$ cat src/rtl/debounce_bank_ctrl.sv
// Multi-channel debouncer sharing one sample-tick prescaler, with per-channel
// edge pulses and a round-robin valid/ack event stream fed by a one-deep pending store.

module debounce_lane #(
   parameter int STABLE_TICKS = 20
) (
   input  logic clk,
   input  logic reset,
   input  logic tick,
   input  logic sample,
   output logic level,
   output logic rise,
   output logic fall
);
   localparam int CW = $clog2(STABLE_TICKS + 1);
   localparam logic [CW-1:0] CNT_LAST = CW'(STABLE_TICKS - 1);

   logic [CW-1:0] cnt;
   logic          flip;

   // Flip on the tick whose increment would reach STABLE_TICKS.
   assign flip = tick && (sample != level) && (cnt == CNT_LAST);

   always_ff @(posedge clk or posedge reset) begin
      if (reset) begin
         cnt   <= '0;
         level <= 1'b0;
         rise  <= 1'b0;
         fall  <= 1'b0;
      end else begin
         rise <= flip && !level;
         fall <= flip && level;
         if (tick) begin
            if ((sample == level) || flip) cnt <= '0;
            else                           cnt <= cnt + 1'b1;
         end
         if (flip) level <= ~level;
      end
   end
endmodule

module debounce_bank_ctrl #(
   parameter int N_CH         = 4,
   parameter int TICK_COUNT   = 99_999,
   parameter int STABLE_TICKS = 20
) (
   input  logic                                       clk,
   input  logic                                       reset,
   input  logic                                       enable,
   input  logic [N_CH-1:0]                            noisy,
   output logic [N_CH-1:0]                            debounced,
   output logic [N_CH-1:0]                            p_edge,
   output logic [N_CH-1:0]                            n_edge,
   output logic                                       any_edge,
   output logic                                       event_valid,
   output logic [((N_CH > 1) ? $clog2(N_CH) : 1)-1:0] event_ch,
   output logic                                       event_rise,
   input  logic                                       event_ack,
   output logic                                       overrun,
   input  logic                                       clear_overrun
);
   localparam int CH_W = (N_CH > 1) ? $clog2(N_CH) : 1;
   localparam int TC_W = (TICK_COUNT > 0) ? $clog2(TICK_COUNT + 1) : 1;
   localparam logic [TC_W-1:0] TC_LAST = TC_W'(TICK_COUNT);
   localparam logic [CH_W-1:0] CH_LAST = CH_W'(N_CH - 1);

   typedef struct packed {
      logic [CH_W-1:0] ch;
      logic            rise;
   } evt_t;

   logic [N_CH-1:0] sync_q1, sync;
   logic [TC_W-1:0] pre_cnt;
   logic            tick;
   logic [N_CH-1:0] edge_any, pend_v, pend_r, req_v, req_r, grab;
   logic [CH_W-1:0] last_grant, sel;
   logic            sel_found, slot_free, ovr_set;
   evt_t            evt_q;

   always_ff @(posedge clk or posedge reset) begin
      if (reset) begin
         sync_q1 <= '0;
         sync    <= '0;
      end else begin
         sync_q1 <= noisy;
         sync    <= sync_q1;
      end
   end

   assign tick = enable && (pre_cnt == TC_LAST);

   always_ff @(posedge clk or posedge reset) begin
      if (reset)                 pre_cnt <= '0;
      else if (!enable || tick)  pre_cnt <= '0;
      else                       pre_cnt <= pre_cnt + 1'b1;
   end

   debounce_lane #(.STABLE_TICKS(STABLE_TICKS)) u_lane [N_CH-1:0] (
      .clk    (clk),
      .reset  (reset),
      .tick   (tick),
      .sample (sync),
      .level  (debounced),
      .rise   (p_edge),
      .fall   (n_edge)
   );

   assign edge_any = p_edge | n_edge;
   assign any_edge = |edge_any;

   // A fresh edge is visible to the arbiter in its own cycle; a stored
   // pending entry takes priority over it for the payload type.
   assign req_v     = pend_v | edge_any;
   assign req_r     = (pend_v & pend_r) | (~pend_v & p_edge);
   assign slot_free = !event_valid || event_ack;

   always_comb begin
      int idx;
      idx       = 0;
      sel       = '0;
      sel_found = 1'b0;
      for (int k = 0; k < N_CH; k++) begin
         idx = (int'(last_grant) + 1 + k) % N_CH;
         if (!sel_found && req_v[CH_W'(idx)]) begin
            sel_found = 1'b1;
            sel       = CH_W'(idx);
         end
      end
   end

   always_comb begin
      grab = '0;
      if (slot_free && sel_found) grab[sel] = 1'b1;
   end

   // Grabbing a stored entry while a new edge lands keeps the new edge pending.
   assign ovr_set = |(edge_any & pend_v & ~grab);

   always_ff @(posedge clk or posedge reset) begin
      if (reset) begin
         pend_v <= '0;
         pend_r <= '0;
      end else begin
         pend_v <= (grab & pend_v & edge_any) | (~grab & (pend_v | edge_any));
         pend_r <= (edge_any & p_edge) | (~edge_any & pend_r);
      end
   end

   always_ff @(posedge clk or posedge reset) begin
      if (reset) begin
         event_valid <= 1'b0;
         evt_q       <= '0;
         last_grant  <= CH_LAST;
      end else if (slot_free) begin
         event_valid <= sel_found;
         if (sel_found) begin
            evt_q.ch   <= sel;
            evt_q.rise <= req_r[sel];
            last_grant <= sel;
         end
      end
   end

   assign event_ch   = evt_q.ch;
   assign event_rise = evt_q.rise;

   always_ff @(posedge clk or posedge reset) begin
      if (reset)              overrun <= 1'b0;
      else if (ovr_set)       overrun <= 1'b1;
      else if (clear_overrun) overrun <= 1'b0;
   end
endmodule

$ cat config.mk
export PLATFORM = sky130hd
export DESIGN_NAME = debounce_bank_ctrl
export DESIGN_NICKNAME = d
export VERILOG_FILES = /design/src/rtl/debounce_bank_ctrl.sv
export SDC_FILE = /design/constraint.sdc
export NUM_CORES = 1
export LEC_CHECK = 0
export CAP_MARGIN = 20
export CORE_MARGIN = 5
export CORE_UTILIZATION = 60
export DETAILED_ROUTE_END_ITERATION = 7
export PLACE_DENSITY_LB_ADDON = 0.05
export SLEW_MARGIN = 20
export SYNTH_ARGS = -nofsm -noshare
export SYNTH_HDL_FRONTEND = slang
export SYNTH_SLANG_ARGS = --single-unit
$ cat constraint.sdc
create_clock -name clk -period 3.5 [get_ports clk]
set_input_delay 0.7 -clock clk [delete_from_list [all_inputs] [get_ports clk]]
set_output_delay 0.7 -clock clk [all_outputs]
set_load 0.01 [all_outputs]
==> metrics <==
status complete, no violations; Reg2Reg Depth 6; met3 Resource Use GR approximately 3.7%; Min-Delay Endpoint sync[2]; Worst EP required 2800 ps; Worst-Margin Slew 873 ps; # H-tree levels 3; drt pass-1 iters 4; clock slew at reported path FFs approximately 70 ps; antenna violations before repair 0; hold_buf cts 0; first-pass GRT wire length ~11000 microns; fin. max-slew vios 0; Routed WL per cell between 10 and 15 microns; cell family with most CP delay simple AND/OR/NAND/NOR gates; Final min period between 2000 and 3000 ps; Mapped Cells ~360; largest net degree at the start of global routing 73; Max Cap Viol 0; Root Buffer clkbuf_8; Pleak 0.00176 uW; IO Pins 27; Initial Util a little over three fifths; Hold Fails Final Rpt 0; Starting DRT DRC Count 68; Vias between 2000 and 3000; clk_lat worst skew 340 ps; setup slack, reg-to-reg about 1400 ps; Yosys Warn Count 0; FP Rows 27; worst path arrival time roughly 1900 ps; Crit. End Element output port; drc violations 0; asr flop ratio synth 100%; Setup CP Type reg2out; IO buf count 26; clk_skew 9.55 ps; worst hold path stage count 0; Post-synth top cells dfrtp_1 (70), nand2_1 (47), nor2_1 (37), o21ai_0 (24), nand3_1 (19); top-count cell post-synth dfrtp_1; Tot GR Track Use a little under a fifth; Synth Area per Inst 9.77 sq um; reg2reg end u_lane[0].cnt[4]; layout cell share with drive strength beyond 1 around a tenth; DP HPWL between 4000 and 5000 microns; CP bufs+invs 1; RSZ-0062 raised after global routing no; Max transition margin between 40% and 50%; PostCTS Resize Cnt 0; R2R Path Start pre_cnt[8]; CTS tree built; Synth top area share 49.9%; utilization after layout between 60 and 70%; Overflow after GRT 0; CP Launch Point u_lane[1].rise; Post-synth EDFFs 0; Die Y roughly 86 microns; post-synth top area cell dfrtp_1; GR met2 Demand/Resource about 30%; Area growth syn-to-layout 11.7%; CP peak stage delay 480 ps; syn nets 373; CTS buffer count 9; CP Cell Sequence or2_2 > nor3_1 > nand3_1 > clkdlybuf4s50_1; Yosys cell types 50; CP Max Fanout 5; P per Cell Area ~460 nW/um^2; Synth Register Bits around 70; Main synth FF type dfrtp_1; Final GP Congestion just under 0.8; antenna viol nets, final 0; Post-Syn Area between 3000 and 4000 sq um; Max clock buf depth 2; setup violators final 0; ranking of synthesized cells by area dfrtp_1 (50%), nand2_1 (5.0%), nor2_1 (4.0%); Vias per Instance 5.54; fin nets around 390; Tightest Hold Check Type reg2reg; Setup Buffers After CTS 0; Antenna diodes 0; CP max-delay cell clkdlybuf4s50_1; most used routing layer met2; Max Clk Rate ~0.39 GHz; CTS sink count around 70; Die Width between 80 and 90 microns; Post-Route WL 6300 microns; core region area 5610 sq um; Final Cycle Share approximately three quarters; Peak VDD IR about 0.33 mV; share of the yosys chip area belonging to registers between 50% and 60%; Startpoint Class flop; Setup TNS Final 0 ps; met1 track demand over resource around 23%; HP Start sync_q1[2]; die area between 7000 and 8000 sq um; number of global-route vias before repair about 2400
-- per-stage QoR --
| stage | hold WS [ps] | std cells | setup slack (ps) | power, uW | cell area (sq um) |
|---|---|---|---|---|---|
| floorplan | 331 | 359 | 978 | 1130 | 3510 |
| global placement | 332 | 441 | 1330 | 1230 | 3750 |
| detailed placement | 336 | 441 | 1250 | 1240 | 3750 |
| CTS | 352 | 457 | 933 | 1800 | 3920 |
| global route | 370 | 457 | 818 | 1880 | 3920 |
| finish | 351 | 457 | 944 | 1790 | 3920 |
-- worst max path at each step --
stage	end	slack [ps]	depth (start not counted)
finish	any_edge	940	4
global placement	u_lane[2].cnt[3]	1330	5
detailed placement	u_lane[1].cnt[3]	1250	5
floorplan	asynchronous set/reset pin	980	1
CTS	any_edge	930	4
global route	any_edge	820	4
-- final cells by class --
class | count | area [sq um]
clock inverter | 3 | 17.5
fill | 457 | 1690
tap | 72 | 90.1
sequential | 72 | 1800
multi-input combinational | 255 | 1530
timing repair buffer | 28 | 275
inverter | 14 | 52.6
clock buffer | 13 | 149
-- layout by cell type, fill, tap and decap left out, types with 2 or more instances in the layout --
master,instances
xnor2_1,10
a22oi_1,3
and2_1,5
dfstp_2,2
clkbuf_1,3
dfrtp_1,70
and3_1,8
or4_1,2
a21o_1,7
nand4_1,3
buf_4,2
clkdlybuf4s50_1,26
nand2_1,47
nand4bb_1,2
a31oi_1,2
nor2_1,37
o21ai_1,4
o21ai_0,24
nand3_1,19
or3_1,5
o211ai_1,2
nand3b_1,2
mux2i_1,2
nor3_2,2
maj3_1,2
a21oi_1,9
clkinv_2,2
o31ai_2,6
nand2b_1,8
inv_1,13
clkbuf_8,10
xor2_1,8
ha_1,5
nor3_1,12
nor2b_1,2
-- worst register-to-register path, stage by stage, from the launching register on --
cell and delay [ps]:
dfrtp_1 440, or4b_4 580, nor3_4 210, nand3_4 290
o31ai_2 300, a22oi_1 90, o21ai_1 150
-- flip-flops by register name, summed over array words and instances (netlist names), 2 cells and up, named ones only --
signal / flops
u_lane.level: 4
sync_q1: 4
sync: 4
event_ch: 2
pre_cnt: 17
last_grant: 2
pend_v: 4
u_lane.fall: 4
u_lane.cnt: 20
u_lane.rise: 4
-- where the power goes --
part           total (uW)  internal, uW  leakage (uW)  switching [uW]
combinational         297           136      0.000710             161
sequential            925           889      0.000970            35.8
clock                 568           275     0.0000834             293
total                1790          1300       0.00176             490
-- cells by family after synthesis --
| group | after synthesis | share of synthesized area, % |
|---|---|---|
| compound gates | 64 | 12.1 |
| xor+xnor | 18 | 4.50 |
| fa+ha+maj | 7 | 2.35 |
| buf+inv | 32 | 4.96 |
| flops | 72 | 51.4 |
| mux | 4 | 1.32 |
| simple gates | 162 | 23.4 |
-- metal layers --
layer	part of all wire, %	up-vias	wire, microns
met4	2.8	0	178
li1	-	1265	-
met1	46	1200	2900
met3	4.1	14	255
met5	0	-	0
met2	47	55	2960
Note: power is estimated with default switching activity, not from simulation.
